`config.mk`:
```
export PLATFORM = sky130hd
export DESIGN_NAME = fprint_vote_comparator
export DESIGN_NICKNAME = d
export VERILOG_FILES = /design/src/rtl/fvc_pkg.sv /design/src/rtl/fvc_vote.sv /design/src/rtl/fprint_vote_comparator.sv
export SDC_FILE = /design/constraint.sdc
export NUM_CORES = 1
export LEC_CHECK = 0
export BUFFER_PORTS_ARGS = -buffer_cell sky130_fd_sc_hd__buf_2
export CELL_PAD_IN_SITES_DETAIL_PLACEMENT = 0
export CELL_PAD_IN_SITES_GLOBAL_PLACEMENT = 2
export CORE_MARGIN = 5
export CORE_UTILIZATION = 25
export DETAILED_ROUTE_END_ITERATION = 8
export HOLD_SLACK_MARGIN = 0.02
export PLACE_DENSITY = 0.72
export RECOVER_POWER = 50
export SLEW_MARGIN = 10
export SYNTH_ARGS = -nofsm -noshare
export SYNTH_HDL_FRONTEND = slang
export SYNTH_SLANG_ARGS = --single-unit
export TNS_END_PERCENT = 30
```
`constraint.sdc`:
```
create_clock -name clk -period 5.5 [get_ports clk]
set_clock_uncertainty 0.15 [all_clocks]
set_input_delay 1.1 -clock clk [delete_from_list [all_inputs] [get_ports clk]]
set_output_delay 1.1 -clock clk [all_outputs]
set_load 0.01 [all_outputs]
```
`src/rtl/fvc_pkg.sv`:
```
// Shared definitions for the fingerprint vote comparator: FSM state encoding and core-id sentinel.
// Latency: n/a (constants and types only).
// Backpressure: n/a.
package fvc_pkg;

  localparam int FVC_STATE_W = 4;

  typedef enum logic [FVC_STATE_W-1:0] {
    ST_IDLE        = 4'd0,
    ST_SET_TASK    = 4'd1,
    ST_LOAD_PTR    = 4'd2,
    ST_LOAD_FPRINT = 4'd3,
    ST_CHECK       = 4'd4,
    ST_COMPARE     = 4'd5,
    ST_INC_TAIL    = 4'd6,
    ST_COUNT_DEC   = 4'd7,
    ST_MISMATCH    = 4'd8,
    ST_FPRINT_RST  = 4'd9,
    ST_COMP_RST    = 4'd10,
    ST_OFLOW_RST   = 4'd11,
    ST_STATUS_WR   = 4'd12
  } state_e;

  // Wide enough for any supported CORE_ID_W; users slice the low bits.
  localparam logic [7:0] ALL_ONES_CORE_ID = 8'hFF;

endpackage

```
`src/rtl/fvc_vote.sv`:
```
// Combinational majority voter over NUM_CORES fingerprints, reporting agreement and dissenters.
// Latency: 0 cycles (pure combinational).
// Backpressure: none; outputs follow inputs.
module fvc_vote #(
  parameter int NUM_CORES = 3,
  parameter int CRC_W     = 32
) (
  input  logic [NUM_CORES*CRC_W-1:0] fprints,
  input  logic [NUM_CORES-1:0]       active,
  output logic                       agree,
  output logic                       majority_found,
  output logic [NUM_CORES-1:0]       faulty_mask
);

  localparam int CNT_W = $clog2(NUM_CORES + 1);

  logic [CRC_W-1:0] fp [NUM_CORES];
  logic [CNT_W-1:0] support [NUM_CORES];
  logic [CNT_W-1:0] active_cnt;
  logic [CRC_W-1:0] maj_val;

  // Unpack the per-core fingerprints and count the active cores.
  always_comb begin
    active_cnt = '0;
    for (int i = 0; i < NUM_CORES; i++) begin
      fp[i]      = fprints[i*CRC_W +: CRC_W];
      active_cnt = active_cnt + CNT_W'(active[i]);
    end
  end

  // Support of core i: active cores (itself included) holding the same fingerprint.
  always_comb begin
    for (int i = 0; i < NUM_CORES; i++) begin
      support[i] = '0;
      for (int j = 0; j < NUM_CORES; j++) begin
        if (active[j] && (fp[j] == fp[i])) support[i] = support[i] + CNT_W'(1);
      end
    end
  end

  // Majority needs strictly more than half; fewer than two voters always agree.
  always_comb begin
    majority_found = 1'b0;
    maj_val        = '0;
    agree          = (active_cnt < CNT_W'(2));
    for (int i = 0; i < NUM_CORES; i++) begin
      if (active[i] && ({support[i], 1'b0} > {1'b0, active_cnt})) begin
        majority_found = 1'b1;
        maj_val        = fp[i];
      end
      if (active[i] && (support[i] == active_cnt)) agree = 1'b1;
    end
    for (int i = 0; i < NUM_CORES; i++) begin
      faulty_mask[i] = active[i] && (!majority_found || (fp[i] != maj_val));
    end
  end

endmodule

```
`src/rtl/fprint_vote_comparator.sv`:
```
// Round-robin task picker + redundant-core fingerprint vote; drives reg-bank clears and CSR status write. Optional FVC_ACK_TIMEOUT_EN adds an ack watchdog.
// Latency: 4 cycles from pending to COMPARE/CHECK decision, then one state per handshake.
// Backpressure: every req is held (Moore) until its ack is sampled high; foreign acks are ignored.
module fprint_vote_comparator
  import fvc_pkg::*;
#(
  parameter int NUM_TASKS = 16,
  parameter int KEY_W     = 4,
  parameter int CRC_W     = 32,
  parameter int NUM_CORES = 3,
  parameter int CORE_ID_W = 2
) (
  input  logic                       clk,
  input  logic                       reset,
  input  logic                       mode_nmr,
  input  logic [NUM_CORES-1:0]       core_active,
  input  logic [NUM_CORES*CRC_W-1:0] fprints,
  input  logic [NUM_TASKS-1:0]       task_ready,
  input  logic [NUM_TASKS-1:0]       task_checkin,
  input  logic [NUM_TASKS-1:0]       task_remaining,
  input  logic [CORE_ID_W-1:0]       remaining_core_id,
  output logic [KEY_W-1:0]           task_id,
  output logic                       inc_tail_req,
  input  logic                       inc_tail_ack,
  output logic                       count_dec_req,
  input  logic                       count_dec_ack,
  output logic                       fprint_rst_req,
  input  logic                       fprint_rst_ack,
  output logic                       comp_rst_req,
  input  logic                       comp_rst_ack,
  output logic                       oflow_rst_req,
  input  logic                       oflow_rst_ack,
  output logic                       status_wr,
  input  logic                       status_ack,
  output logic                       mismatch,
  output logic [NUM_CORES-1:0]       faulty_mask,
  output logic [CORE_ID_W-1:0]       faulty_core_id,
  output logic                       timeout_err
);

  localparam logic [CORE_ID_W-1:0] NO_CORE  = ALL_ONES_CORE_ID[CORE_ID_W-1:0];
  localparam logic [NUM_CORES-1:0] DMR_MASK = NUM_CORES'(3);

  state_e                 state_q, state_d;
  logic [KEY_W-1:0]       task_id_q, task_id_d, rr_ptr_q, rr_ptr_d, pick;
  logic                   mismatch_q, mismatch_d;
  logic [NUM_CORES-1:0]   faulty_mask_q, faulty_mask_d, rem_mask, vote_mask, vote_active;
  logic [CORE_ID_W-1:0]   faulty_id_q, faulty_id_d, vote_id;
  logic [NUM_TASKS-1:0]   pending;
  logic                   vote_agree, vote_majority, tmo_hit;

  assign pending     = task_ready | task_checkin;
  assign vote_active = core_active & (mode_nmr ? {NUM_CORES{1'b1}} : DMR_MASK);

  fvc_vote #(.NUM_CORES(NUM_CORES), .CRC_W(CRC_W)) u_vote (
    .fprints        (fprints),
    .active         (vote_active),
    .agree          (vote_agree),
    .majority_found (vote_majority),
    .faulty_mask    (vote_mask)
  );

  // First pending task at or after rr_ptr, wrapping; descending scan lets the nearest win.
  always_comb begin
    pick = rr_ptr_q;
    for (int k = NUM_TASKS - 1; k >= 0; k--) begin
      if (pending[rr_ptr_q + KEY_W'(k)]) pick = rr_ptr_q + KEY_W'(k);
    end
  end

  // Lowest dissenting core, or the sentinel when the vote had no majority.
  always_comb begin
    vote_id = NO_CORE;
    if (vote_majority) begin
      for (int i = NUM_CORES - 1; i >= 0; i--) begin
        if (vote_mask[i]) vote_id = CORE_ID_W'(i);
      end
    end
  end

  // One-hot of the core still owing fingerprints; out-of-range ids give an empty mask.
  always_comb begin
    for (int i = 0; i < NUM_CORES; i++) rem_mask[i] = (remaining_core_id == CORE_ID_W'(i));
  end

  // Next-state and result capture; watchdog overrides the normal transition.
  always_comb begin
    state_d       = state_q;
    task_id_d     = task_id_q;
    rr_ptr_d      = rr_ptr_q;
    mismatch_d    = mismatch_q;
    faulty_mask_d = faulty_mask_q;
    faulty_id_d   = faulty_id_q;
    case (state_q)
      ST_IDLE: begin
        mismatch_d = 1'b0;
        if (|pending) state_d = ST_SET_TASK;
      end
      ST_SET_TASK: begin
        task_id_d = pick;
        rr_ptr_d  = pick + KEY_W'(1);
        state_d   = ST_LOAD_PTR;
      end
      ST_LOAD_PTR:    state_d = ST_LOAD_FPRINT;
      ST_LOAD_FPRINT: state_d = ST_CHECK;
      ST_CHECK: begin
        if (task_ready[task_id_q]) begin
          state_d = ST_COMPARE;
        end else if (task_checkin[task_id_q]) begin
          if (task_remaining[task_id_q]) begin
            state_d       = ST_MISMATCH;
            mismatch_d    = 1'b1;
            faulty_mask_d = rem_mask;
            faulty_id_d   = remaining_core_id;
          end else begin
            state_d = ST_FPRINT_RST;
          end
        end else begin
          state_d = ST_IDLE;
        end
      end
      ST_COMPARE: begin
        if (vote_agree) begin
          state_d = ST_INC_TAIL;
        end else begin
          state_d       = ST_MISMATCH;
          mismatch_d    = 1'b1;
          faulty_mask_d = vote_mask;
          faulty_id_d   = vote_id;
        end
      end
      ST_INC_TAIL:   if (inc_tail_ack)   state_d = ST_COUNT_DEC;
      ST_COUNT_DEC:  if (count_dec_ack)  state_d = ST_CHECK;
      ST_MISMATCH:   state_d = ST_FPRINT_RST;
      ST_FPRINT_RST: if (fprint_rst_ack) state_d = ST_COMP_RST;
      ST_COMP_RST:   if (comp_rst_ack)   state_d = mismatch_q ? ST_OFLOW_RST : ST_STATUS_WR;
      ST_OFLOW_RST:  if (oflow_rst_ack)  state_d = ST_STATUS_WR;
      ST_STATUS_WR:  if (status_ack)     state_d = ST_IDLE;
      default:       state_d = ST_IDLE;
    endcase
    if (tmo_hit) begin
      state_d     = (state_q == ST_STATUS_WR) ? ST_IDLE : ST_STATUS_WR;
      mismatch_d  = 1'b1;
      faulty_id_d = NO_CORE;
    end
  end

  // State and captured-result registers.
  always_ff @(posedge clk or posedge reset) begin
    if (reset) begin
      state_q       <= ST_IDLE;
      task_id_q     <= '0;
      rr_ptr_q      <= '0;
      mismatch_q    <= 1'b0;
      faulty_mask_q <= '0;
      faulty_id_q   <= NO_CORE;
    end else begin
      state_q       <= state_d;
      task_id_q     <= task_id_d;
      rr_ptr_q      <= rr_ptr_d;
      mismatch_q    <= mismatch_d;
      faulty_mask_q <= faulty_mask_d;
      faulty_id_q   <= faulty_id_d;
    end
  end

  assign inc_tail_req   = (state_q == ST_INC_TAIL);
  assign count_dec_req  = (state_q == ST_COUNT_DEC);
  assign fprint_rst_req = (state_q == ST_FPRINT_RST);
  assign comp_rst_req   = (state_q == ST_COMP_RST);
  assign oflow_rst_req  = (state_q == ST_OFLOW_RST);
  assign status_wr      = (state_q == ST_STATUS_WR);
  assign task_id        = task_id_q;
  assign mismatch       = mismatch_q;
  assign faulty_mask    = faulty_mask_q;
  assign faulty_core_id = faulty_id_q;

`ifdef FVC_ACK_TIMEOUT_EN
  localparam logic [9:0] TIMEOUT = 10'd1023;

  logic [9:0] tmo_cnt_q, tmo_cnt_d;
  logic       tmo_err_q, in_req;

  assign in_req  = inc_tail_req | count_dec_req | fprint_rst_req |
                   comp_rst_req | oflow_rst_req | status_wr;
  assign tmo_hit = in_req && (tmo_cnt_q == TIMEOUT);

  // Count cycles spent waiting in one req state; any state change restarts it.
  always_comb begin
    tmo_cnt_d = '0;
    if ((state_d == state_q) && in_req) tmo_cnt_d = tmo_cnt_q + 10'd1;
  end

  // Watchdog counter and sticky error flag.
  always_ff @(posedge clk or posedge reset) begin
    if (reset) begin
      tmo_cnt_q <= '0;
      tmo_err_q <= 1'b0;
    end else begin
      tmo_cnt_q <= tmo_cnt_d;
      tmo_err_q <= tmo_err_q | tmo_hit;
    end
  end

  assign timeout_err = tmo_err_q;
`else
  assign tmo_hit     = 1'b0;
  assign timeout_err = 1'b0;
`endif

endmodule

```
Yosys cells after proc, flatten, opt, wreduce, memory -nomap -nowiden:

Index checks and enable logic that the tools add are counted.
W data, S select, Z words.

* bitwise gates (word level): 2
* muxes and demuxes: 105
* add/subtract/negate cells: 24
* eq/ne operators: 37
* $lt $le $gt $ge: 21
* reduce and logical (&&, ||, !) cells: 27

Operator list (count)
* $eq A32 B32 Y1: 6
* $mux W4: 26
* $mux W32: 3
* $ne A32 B32 Y1: 3
* $lt A4 B5 Y1 const B: 17
* $bmux W1 S4: 19
* $pmux W4 S13: 1
* $mux W1: 34
* $add A4 B4 Y4 const B: 8
* $mux W2: 13
* $eq A4 B4 Y1 const B: 5
* $mux W3: 6
* $add A4 B3 Y4 const B: 4
* $eq A4 B3 Y1 const B: 4
* $or A16 B16 Y16: 1
* $reduce_or A16 Y1: 1
* $logic_and A1 B1 Y1: 15
* $ne A2 B1 Y1 const B: 6
* $ne A2 B2 Y1 const B: 5
* $reduce_and A5 Y1: 2
* $gt A3 B2 Y1: 3
* $add A4 B1 Y4 const B: 2
* $add A4 B2 Y4 const B: 2
* $eq A4 B2 Y1 const B: 2
* other kinds (20): 28

* register bits: 18
* output and inout bits: 17
* logic and storage cells: 222
* input port bits: 158

Depth between registers and ports, before layout:

Gate-level depths: netlist of run 1.

* depth in word-level cells: 21
* depth in mapped cells: 24
* gate-level depth less buffers: 22

Modules after synthesis:

A second synthesis of run 1 with hierarchy kept.

* cell total of the unflattened synthesis: 1117
* area, all modules: 8095.3 µm²

By module, submodules not included
* fvc_vote: area an instance 4086.4 µm², cells an instance 628, instances 1, seq. area each 0.0 µm²
* fprint_vote_comparator: area an instance 4008.8 µm², cells an instance 489, instances 1, seq. area each 452.9 µm²

Least setup slack after synthesis of run 1:

Ideal clock, no wire load.

* path type: in2reg
* start point: input fprints[55]
* end point: register faulty_id_q[0] (netlist: faulty_core_id[0])
* required time: 5264 ps
* slack: -598 ps
* buffers on the path: 4
* arrival time: 5862 ps
* library setup time: 86 ps
* stages on the path: 22
* cell sequence: buf_6 xor2_1 or3_1 or4_4 nor4_1 nand3_1 inv_1 ha_1 xnor2_1 ha_1 inv_1 o21ai_0 a21oi_1 clkbuf_1 clkbuf_1 clkbuf_1 nand2_1 o211ai_1 nand4_1 o41a_1 a2111oi_2 nor2_1

* cells in the longest elaborated chain, start to end: 20
* elaborated cells on any way between the ends: 58
* classes of those cells: add/sub: 4; order compare: 3; eq/ne: 11; mux: 22; reduce/logical: 18

RTL lines
* from (decl): line fprint_vote_comparator.sv:17 `input logic [NUM_CORES*CRC_W-1:0] fprints,`
* $eq A32 B32 Y1: line fvc_vote.sv:36 `if (active[j] && (fp[j] == fp[i])) support[i] = support[i] + CNT_W'(1);`
* $logic_and A1 B1 Y1: line fvc_vote.sv:36
* $mux W1: line fvc_vote.sv:36
* $add A1 B1 Y2: line fvc_vote.sv:36
* $mux W2: line fvc_vote.sv:36
* $add A2 B1 Y2: line fvc_vote.sv:36
* $mux W2: line fvc_vote.sv:36
* $gt A3 B2 Y1: line fvc_vote.sv:47 `if (active[i] && ({support[i], 1'b0} > {1'b0, active_cnt})) begin`
* [3 not listed]
* $ne A32 B32 Y1 or $logic_not A1 Y1 (tied branches): line fvc_vote.sv:54 `faulty_mask[i] = active[i] && (!majority_found || (fp[i] != maj_val));`
* $logic_or A1 B1 Y1: line fvc_vote.sv:54
* $logic_and A1 B1 Y1: line fvc_vote.sv:54
* $mux W1: line fprint_vote_comparator.sv:76 `if (vote_mask[i]) vote_id = CORE_ID_W'(i);`
* $mux W2 (2 in series): line fprint_vote_comparator.sv:76
* $mux W2: line fprint_vote_comparator.sv:74 `if (vote_majority) begin`
* $mux W2: line fprint_vote_comparator.sv:123 `if (vote_agree) begin`
* $pmux W2 S2: line fprint_vote_comparator.sv:94 `case (state_q)`
* to (signal assigned): line fprint_vote_comparator.sv:163 `faulty_id_q <= faulty_id_d;`
* to (decl): line fprint_vote_comparator.sv:48 `logic [CORE_ID_W-1:0] faulty_id_q, faulty_id_d, vote_id;`

Several ways; a longest one is shown, not always the timed one. The select of a mux whose other input is x is not followed.
A chain may end at the register's enable or synchronous reset.

Worst setup path after layout of run 1:

* start point: input fprints[46]
* end point: register faulty_mask_q[1] (netlist: faulty_mask[1])

* cells in the longest elaborated chain, start to end: 16
* elaborated cells on any way between the ends: 48
* classes of those cells: add/sub: 4; order compare: 3; eq/ne: 9; mux: 18; reduce/logical: 14

RTL lines
* $eq A32 B32 Y1: line fvc_vote.sv:36
* $logic_and A1 B1 Y1: line fvc_vote.sv:36
* $mux W1: line fvc_vote.sv:36
* $add A1 B1 Y2: line fvc_vote.sv:36
* $mux W2: line fvc_vote.sv:36
* $add A2 B1 Y2: line fvc_vote.sv:36
* $mux W2: line fvc_vote.sv:36
* $gt A3 B2 Y1: line fvc_vote.sv:47
* $logic_and A1 B1 Y1: line fvc_vote.sv:47
* $mux W32 or $mux W1 (tied branches) (2 in series): line fvc_vote.sv:47
* $ne A32 B32 Y1 or $logic_not A1 Y1 (tied branches): line fvc_vote.sv:54
* $logic_or A1 B1 Y1: line fvc_vote.sv:54
* $logic_and A1 B1 Y1: line fvc_vote.sv:54
* $mux W3: line fprint_vote_comparator.sv:123
* $pmux W3 S2: line fprint_vote_comparator.sv:94
* to (signal assigned): line fprint_vote_comparator.sv:162 `faulty_mask_q <= faulty_mask_d;`
* to (decl): line fprint_vote_comparator.sv:47 `logic [NUM_CORES-1:0] faulty_mask_q, faulty_mask_d, rem_mask, vote_mask, vote_active;`

Several ways; a longest one is shown, not always the timed one. The select of a mux whose other input is x is not followed.

==> out/results.ini, run 1 <==
[route]
dr_wl_met2_um=18000
drtIter0Drc=892
final_antenna_net_count=0
vias=10430
routed_via_density=5.597
firstDrtPassIters=5
routed_wl_um=42650
met3_length_um=3727
top_layer=met5
routedWlPerCell_um=22.89
drc=0
wl_met1_um=19820

[timing]
slew-limit-headroom=0.4795
layout_setup_ws_ns=-0.4020
max_freq_mhz=169.4
setup_viol=5
period_share=1.073
rsz0062_at_grt=true
slew_violations=0
whs_ns=0.3939
tightest_slew_ns=0.7751
fin_crit_ns=5.902
final-hold-violation-count=0

[clock_tree]
cts_hold_buf=0
clock_path_buffers=2
clk_latency_ns=0.25
htree_levels=1
numCtsBuffers=3
cts_tree=yes
cts_root_buf=clkbuf_16
clock_sinks=18
clkTransAtPathRegs_ns=0.06

[synth]
synth_seq_cells=18
synthTopCellsByArea=mux4_2 10%, xor2_1 6.6%, xnor2_1 5.3%, dfrtp_1 5.3%, nand2_1 4.6%
yosysSeqAreaShare=0.05971
syn-num-nets=1247
synth.mux.area_fraction=0.1331
synth_edf_count=0
ys_top_cells_by_count=93 x nand2_1, 77 x nor2_1, 69 x o21ai_0
ys_async_sr_fraction=1.000
netlist_instances=1071
synth-xor-area-share=0.1189
ys.flop_type=dfrtp_1
avgSynthCellArea_um2=7.083
synth_top_area_frac=0.1039
synth_compound_area_frac=0.3074
synth_top_family_by_area=compound AO/OA/AOI/OAI gates
synth_warnings=0
ys_types=91
yosys.area_share.simple=0.2736
syn_area_um2=7586
synth_top_cell_by_area=mux4_2
synth_most_common_cell=nand2_1
synthAdderAreaFrac=0.03068

[power_and_ir_drop]
leakage_uw=0.004943
p_per_area_nw_per_um2=339.6
ir_worst_vdd_mv=0.2341

[die]
pin_count=175
initial_utilization=0.2546
fp.dieW_um=184.2
die_area_um2=33930
coreArea_um2=29800
rows=63
die_h_um=184.2

[global_routing]
track_usage=0.2425
grt_pass1_wl_um=63480
grt_pass1_vias=10390
grt-ovfl-total=0
grt_max_degree=43
antenna_found_initial=2

[layout]
finalInstanceArea_um2=11360
final_net_count=1649
area_growth_pct=49.78
drive_gt1_frac=0.4008

[worst_hold_path]
hold_path_class=reg2reg

[flow_run]
max-cap-violations=0

[run_status]
run_status=finished, violations left
violations=negative setup slack

[placed_design]
routabilityCongestion=1.015
place_ws_ns=-1.076
placement.io_buffers=173
hpwl_um=35690
placed_cell_area_um2=10770

[worst_setup_path]
required_ns=5.49
worst_setup_path_start_kind=input port
end_kind=flip-flop
worst-setup-path-type=in2reg
arrival_ns=5.89
cp_max_fo=7

[sequential cells by signal, summed over array words and instances (netlist names)]
name            count
rr_ptr_q            4
state_q             4
faulty_core_id      2
faulty_mask         3
mismatch            1
task_id             4
[final cells by class]
| type | count | area, um^2 |
|---|---|---|
| tap | 390 | 488.0 |
| sequential | 18 | 452.9 |
| clock buffer | 4 | 88.84 |
| multi-input combinational | 915 | 6818 |
| inverter | 63 | 236.5 |
| fill | 3251 | 18430 |
| timing repair buffer | 472 | 3276 |
| antenna | 1 | 2.502 |
[routing by layer]
| metal | GRT usage | vias to the layer above |
|---|---|---|
| met3 | 0.03533 | 63 |
| li1 | - | 4831 |
| met2 | 0.3686 | 551 |
| met5 | 0 | - |
| met1 | 0.3589 | 4981 |
| met4 | 0.06152 | 2 |
[cell usage in the layout (no fill, tap or decap), drive strengths merged, types with 15 or more instances in the layout]
| master | netlist | final |
|---|---|---|
| buf | 25 | 467 |
| nand2 | 93 | 93 |
| nor2 | 78 | 78 |
| o21ai | 75 | 75 |
| a21oi | 66 | 66 |
| inv | 61 | 61 |
| xor2 | 57 | 57 |
| nor3 | 51 | 51 |
| xnor2 | 46 | 46 |
| mux4 | 35 | 35 |
| nor2b | 30 | 30 |
| nand2b | 29 | 29 |
| nand4 | 25 | 25 |
| o22ai | 21 | 21 |
| or2 | 20 | 20 |
| nor4 | 20 | 20 |
| a31oi | 19 | 19 |
| nand3 | 17 | 17 |
| ha | 17 | 17 |
| dfrtp | 16 | 16 |
| mux2i | 15 | 15 |
[cells by family (layout without fill, tap and decap cells)]
family	count (synthesis)	after routing
adders and majority gates	18	18
DFF	18	18
other	1	2
buffers and inverters	138	539
xor gates and xnor gates	103	103
and+or+nand+nor	401	401
muxes	56	56
AOI/OAI and AO/OA	336	336
[worst max-delay path: stages]
cell	delay, ns
buf_4	0.14
xor2_4	0.20
nor4_2	0.21
buf_4	0.16
nand4_1	0.13
nor4_1	0.27
and4b_2	0.35
nand2_2	0.10
ha_4	0.23
xor2_1	0.16
ha_1	0.32
nor2b_4	0.14
o21ai_2	0.17
nand2_1	0.09
nor3_2	0.14
mux2i_2	0.16
nand2_2	0.11
buf_12	0.13
o22ai_1	0.08
a22oi_1	0.25
nand4_1	0.30
o41ai_4	0.43
buf_4	0.18
o21ai_1	0.06
mux2_4	0.27
[path summary, 6_finish.rpt]
kind | startpoint | to | slack (ns) | cells after the start
min in group asynchronous | reset | mismatch | 0.81 | 2
max reg2reg | rr_ptr_q[1] | rr_ptr_q[1] | 1.14 | 12
min | faulty_mask[1] | faulty_mask[1] | 0.39 | 1
min reg2reg | faulty_mask[1] | faulty_mask[1] | 0.39 | 1
max | fprints[46] | faulty_mask[1] | -0.40 | 25
max in group asynchronous | reset | task_id[0] | 3.93 | 2
[power by group]
part	switching (uW)	total [uW]	internal, uW
Combinational	1920	3330	1410
Clock	53.6	164	111
Sequential	156	360	204
Total	2130	3860	1730
[stage by stage]
step / instances / utilization / total power (uW) / setup TNS [ns]
after floorplan: 1071 / - / 2521 / -0.04823
after global placement: 1827 / 0.3614 / 3615 / -4.372
after detailed placement: 1827 / 0.3614 / 3605 / -4.658
after CTS: 1862 / 0.3809 / 3825 / -1.141
after global routing: 1863 / 0.3813 / 4199 / -2.991
final: 1863 / 0.3813 / 3859 / -1.605
[what timing repair did]
action                     in CTS  in global routing
setup endpoints to repair       5                  5
resized for setup              52                  3
pin swaps                      37                  5
setup buffers                  31                  0
Power figures use the tool's default switching activity.
==> run 2, diff against run 1 <==
--- a/config.mk
+++ b/config.mk
@@ -6,9 +6,10 @@
 export NUM_CORES = 1
 export LEC_CHECK = 0
 export BUFFER_PORTS_ARGS = -buffer_cell sky130_fd_sc_hd__buf_2
+export CAP_MARGIN = 0
 export CELL_PAD_IN_SITES_DETAIL_PLACEMENT = 0
 export CELL_PAD_IN_SITES_GLOBAL_PLACEMENT = 2
-export CORE_MARGIN = 5
+export CORE_MARGIN = 2
 export CORE_UTILIZATION = 25
 export DETAILED_ROUTE_END_ITERATION = 8
 export HOLD_SLACK_MARGIN = 0.02
==> run 2 against run 1 <==
The run still ends with negative setup slack left. Setup slack worse by 0.14 ns. Clock-buffer cell count unchanged. Cell count up 1.2%. Critical path type unchanged.
==> out/results.ini, run 2 (synthesis results as in run 1) <==
[power_and_ir_drop]
clkPwrFrac=0.041  ; -0.002
p_per_area_nw_per_um2=336.2  ; -1.0%
pwr-share-seq=0.096  ; +0.003
ir_worst_vdd_mv=0.2189  ; -6.5%
power.total_uw=3891  ; +0.84%
p_comb_frac=0.863  ; about the same
internal_power_uw=1741  ; +0.90%
switching_share=0.5525  ; about the same
leakage_uw=0.005049  ; +2.2%
p_switching_uw=2150  ; +0.79%

[timing]
layout_setup_ws_ns=-0.5423  ; -0.1403 ns
slew_violations=0  ; unchanged
tightest_slew_ns=0.8016  ; +0.02648 ns
period_share=1.099  ; +0.02551
fin_crit_ns=6.042  ; +0.1403 ns
final-hold-violation-count=0  ; unchanged
max_freq_mhz=165.5  ; -2.3%
whs_ns=0.3833  ; -0.01063 ns
fin_setup_tns_ns=-2.130  ; -0.5250 ns
slew-limit-headroom=0.4618  ; -0.01778
rsz0062_at_grt=true
setup_viol=5  ; unchanged

[layout]
fin_util=0.3884  ; +0.007097
final_cell_mix=305 x buf_4, 165 x buf_2, 89 x nand2_1
multi_input_area_um2=6892  ; +1.1%
final_net_count=1671  ; +1.3%
fillCellCount=3207  ; -1.4%
regArea_um2=452.9  ; unchanged
mostFrequentLayoutCell=buf_4
drive_gt1_frac=0.4163  ; +0.01552
area_growth_pct=52.56

[run_status]
run_status=finished, violations left
violations=negative setup slack

[route]
drtIter0Drc=848  ; -4.9%
drc=0  ; unchanged
routed_wl_um=43030  ; +0.89%
final_antenna_net_count=0  ; unchanged
routedWlPerCell_um=22.81  ; -0.34%
vias=10520  ; +0.91%
routed_via_density=5.580  ; -0.32%
firstDrtPassIters=5  ; unchanged

[global_routing]
grt_pass1_vias=10030  ; -3.4%
antenna_found_initial=3  ; +1
grt-ovfl-total=0  ; unchanged
track_usage=0.2669  ; +0.02443
grt_max_degree=43  ; unchanged
grt_pass1_wl_um=63470  ; about the same

[placed_design]
hpwl_um=35710  ; about the same
place_ws_ns=-1.063  ; +0.01302 ns
placement.io_buffers=173  ; unchanged
routabilityCongestion=0.9891  ; -2.5%

[worst_setup_path]
cp_max_fo=12  ; +5
required_ns=5.48  ; about the same
end_kind=flip-flop
worst_setup_path_start_kind=input port
arrival_ns=6.03  ; +0.14 ns
worst-setup-path-type=in2reg

[clock_tree]
clkTransAtPathRegs_ns=0.06  ; about the same
cts_root_buf=clkbuf_16
htree_levels=1  ; unchanged
numCtsBuffers=3  ; unchanged
clk_latency_ns=0.25  ; about the same
cts_tree=yes
clock_sinks=18  ; unchanged
clock_path_buffers=2  ; unchanged
cts_hold_buf=0  ; unchanged

[die]
pin_count=175  ; unchanged
die_h_um=178.2  ; -3.3%
initial_utilization=0.2546  ; unchanged
coreArea_um2=29800  ; unchanged
die_area_um2=31750  ; -6.4%
fp.dieW_um=178.2  ; -3.3%
rows=63  ; unchanged

[flow_run]
max-cap-violations=0  ; unchanged

[worst_hold_path]
hold_path_class=reg2reg

## run 2: power groups by stage
stage | logic [uW] | clock network, uW | registers, uW
detailed placement | 3240 | 0 | 374
global placement | 3270 | 0 | 377
CTS | 3290 | 164 | 374
global route | 3670 | 171 | 391
finish | 3360 | 161 | 372
floorplan | 2240 | 0 | 278
## run 2: path summary, 6_finish.rpt
path,start,to,slack (ns),cells after the start
min in group asynchronous,reset,state_q[2],0.83,2
min reg2reg,faulty_core_id[1],faulty_core_id[1],0.38,2
max,fprints[2],faulty_mask[1],-0.54,26
max in group asynchronous,reset,task_id[0],3.90,2
max reg2reg,rr_ptr_q[1],rr_ptr_q[3],0.98,14
min,faulty_core_id[1],faulty_core_id[1],0.38,2
## run 2: final cells by class
cell class / instances / share of cell area
well taps: 390 / 0.04216
repair buffers: 493 / 0.2947
diodes: 2 / 0.0004324
multi-input cells: 916 / 0.5955
inverters: 63 / 0.02043
flip-flops and latches: 18 / 0.03914
clock buffers: 4 / 0.007676
## run 2: layer usage
layer / track usage / up-vias / share of wire
met5: 0 / - / 0.00037
met4: 0.08028 / 2 / 0.035
met3: 0.05350 / 69 / 0.093
met2: 0.3931 / 547 / 0.41
met1: 0.3887 / 5017 / 0.46
li1: - / 4888 / -
## run 2: what timing repair did
item | in CTS | in global routing
setup buffers | 29 | 12
setup endpoints to repair | 5 | 5
gates resized for setup | 52 | 21
pin swaps | 35 | 21
endpoints found under the hold margin | 0 | 0
cloned | 1 | 0
## run 2: metrics by stage
step	area, um^2	instances
floorplan	7639	1071
global placement	10810	1838
detailed placement	10810	1838
CTS	11380	1872
global route	11570	1886
finish	11570	1886
## run 2: critical path: stages
cell and delay (ns):
buf_6 0.09, nor2b_4 0.13, o21bai_4 0.17, a2111oi_4 0.26
buf_4 0.16, nand4b_1 0.12, nor4_2 0.27, and4b_2 0.34
nand2_2 0.10, ha_4 0.25, xor2_2 0.18, ha_1 0.29
nor2b_4 0.14, o21ai_2 0.15, buf_4 0.13, mux2_4 0.19
a21oi_2 0.08, buf_12 0.16, a32oi_1 0.23, a2bb2oi_2 0.17
nand4_1 0.21, buf_4 0.21, o41ai_4 0.38, buf_4 0.19
o21ai_2 0.05, mux2_4 0.27
==> run 3, diff against run 2 <==
==> constraint.sdc (replaced) <==
create_clock -name clk -period 5.5 [get_ports clk]
set_clock_uncertainty 0.15 [all_clocks]
set_input_delay 0 -clock clk [delete_from_list [all_inputs] [get_ports clk]]
set_output_delay 0 -clock clk [all_outputs]
set_load 0.01 [all_outputs]
==> run 3 against run 2 <==
The flow now finishes without violations. Die area is the same. Setup slack gained 0.76 ns. Maximum frequency grew 14%. Utilization shrank 6.9 points. Flip-flop and latch count is the same. Wire length shrank 8.7%. Cell count shrank 12%. Clock power is essentially flat. Critical path depth grew 1. Cell area shrank 18%.
==> out/results.ini, run 3 (synthesis results as in run 1) <==
[route]
drtIter0Drc=1070  ; +26%
routedWlPerCell_um=23.65  ; +3.7%
routed_via_density=5.876  ; +5.3%
vias=9766  ; -7.2%
firstDrtPassIters=5  ; unchanged
final_antenna_net_count=0  ; unchanged
routed_wl_um=39300  ; -8.7%
drc=0  ; unchanged

[worst_setup_path]
arrival_ns=5.27  ; -0.76 ns
crit_start=fprints[2]
cp_max_fo=5  ; -7
required_ns=5.48  ; about the same
worst-setup-path-type=in2reg
end_kind=flip-flop
worst_setup_path_start_kind=input port
r2r-start=rr_ptr_q[0]

[global_routing]
grt_max_degree=38  ; -12%
grt_pass1_vias=9091  ; -9.4%
track_usage=0.2404  ; -0.02651
grt_pass1_wl_um=57590  ; -9.3%
grt-ovfl-total=0  ; unchanged
antenna_found_initial=8  ; +5

[placed_design]
placement.io_buffers=173  ; unchanged
placed_cell_area_um2=9299  ; -14%
hpwl_um=31810  ; -11%
routabilityCongestion=0.9688  ; -2.1%
place_ws_ns=-0.3777  ; +0.6855 ns

[clock_tree]
htree_levels=1  ; unchanged
clock_sinks=18  ; unchanged
clock_path_buffers=2  ; unchanged
clkTransAtPathRegs_ns=0.05  ; about the same
cts_root_buf=clkbuf_16
clk_latency_ns=0.25  ; about the same
numCtsBuffers=3  ; unchanged
cts_tree=yes

[timing]
slew_violations=0  ; unchanged
tightest_slew_ns=0.7459  ; -0.05566 ns
layout_setup_ws_ns=0.2160  ; +0.7583 ns
fin_crit_ns=5.284  ; -0.7583 ns
period_share=0.9607  ; -0.1379
slew-limit-headroom=0.5027  ; +0.04095
final-hold-violation-count=0  ; unchanged
rsz0062_at_grt=false
fin_setup_tns_ns=0  ; +2.130 ns
setup_viol=0  ; -5
max_freq_mhz=189.3  ; +14%

[die]
die_area_um2=31750  ; unchanged
initial_utilization=0.2546  ; unchanged
pin_count=175  ; unchanged
coreArea_um2=29800  ; unchanged
rows=63  ; unchanged
die_h_um=178.2  ; unchanged
fp.dieW_um=178.2  ; unchanged

[layout]
finalInstanceArea_um2=9507  ; -18%
fin_util=0.3191  ; -0.06937
final_cell_mix=166 x buf_2, 91 x nand2_1, 85 x buf_4
mostFrequentLayoutCell=buf_2
area_growth_pct=25.32
final_net_count=1443  ; -14%
drive_gt1_frac=0.2757  ; -0.1407

[power_and_ir_drop]
ir_worst_vdd_mv=0.2716  ; +24%
p_per_area_nw_per_um2=388.5  ; +16%
leakage_uw=0.003834  ; -24%
power.total_uw=3694  ; -5.1%

[worst_hold_path]
hold_path_class=in2reg
min_from=inc_tail_ack

[run_status]
run_status=finished clean

[flow_run]
max-cap-violations=0  ; unchanged

[run 3: path summary, 6_finish.rpt]
path	cells past startpoint	slack, ns	end
worst max-delay path	27	0.22	faulty_mask[1]
worst min-delay path	4	0.07	state_q[1]
worst max register to register	15	1.11	rr_ptr_q[3]
worst min register to register	2	0.40	faulty_mask[0]
max in group asynchronous	3	4.48	rr_ptr_q[3]
min in group asynchronous	3	0.26	state_q[1]
[run 3: area by class of cell]
type | instances | area [um^2]
Multi-Input combinational cell | 915 | 6610
Fill cell | 3299 | 20290
Tap cell | 390 | 488.0
Inverter | 63 | 236.5
Clock buffer | 4 | 88.84
Antenna cell | 6 | 15.01
Sequential cell | 18 | 452.9
Timing Repair Buffer | 266 | 1615
[run 3: per-stage QoR]
stage	hold WS (ns)	std cells
6_report	0.06838	1662
2_1_floorplan	-0.2129	1071
4_1_cts	0.08088	1653
3_3_place_gp	0.02377	1644
5_1_grt	0.08234	1660
3_5_place_dp	0.01296	1644
[run 3: layer usage]
layer,vias up,global-route usage,wire length (um)
li1,4446,-,-
met3,74,0.04582,3878
met5,-,0,7
met2,542,0.3475,16130
met4,2,0.07453,1163
met1,4702,0.3559,18120
[run 3: repair_timing]
item                                   CTS  global route
endpoints found under the hold margin   19             0
setup endpoints to repair                3             4
hold buffers                             4             0
gates resized for setup                  1            10
setup buffers                            1             3
pin swaps                                1             2
[run 3: where the power goes]
part,leakage [uW],switching (uW),internal (uW)
clock,0.0000442,50.1,111
sequential,0.000217,143,203
combinational,0.00357,1890,1300
[run 3: worst max-delay path, cell delays in order]
cell,delay [ns]
buf_2,0.10
nor2b_1,0.15
o21bai_1,0.17
a2111oi_2,0.36
buf_4,0.18
nand4b_1,0.11
nor4_1,0.25
and4b_1,0.32
nand2_1,0.10
ha_1,0.35
xor2_1,0.18
ha_1,0.28
nor2b_1,0.15
o21ai_1,0.22
nand2_1,0.13
nor3_1,0.16
mux2i_1,0.20
nand2_2,0.22
buf_4,0.17
o22ai_1,0.10
a2bb2oi_1,0.29
nand4_1,0.13
buf_4,0.18
o41ai_2,0.26
buf_4,0.18
o21ai_1,0.05
mux2_2,0.27
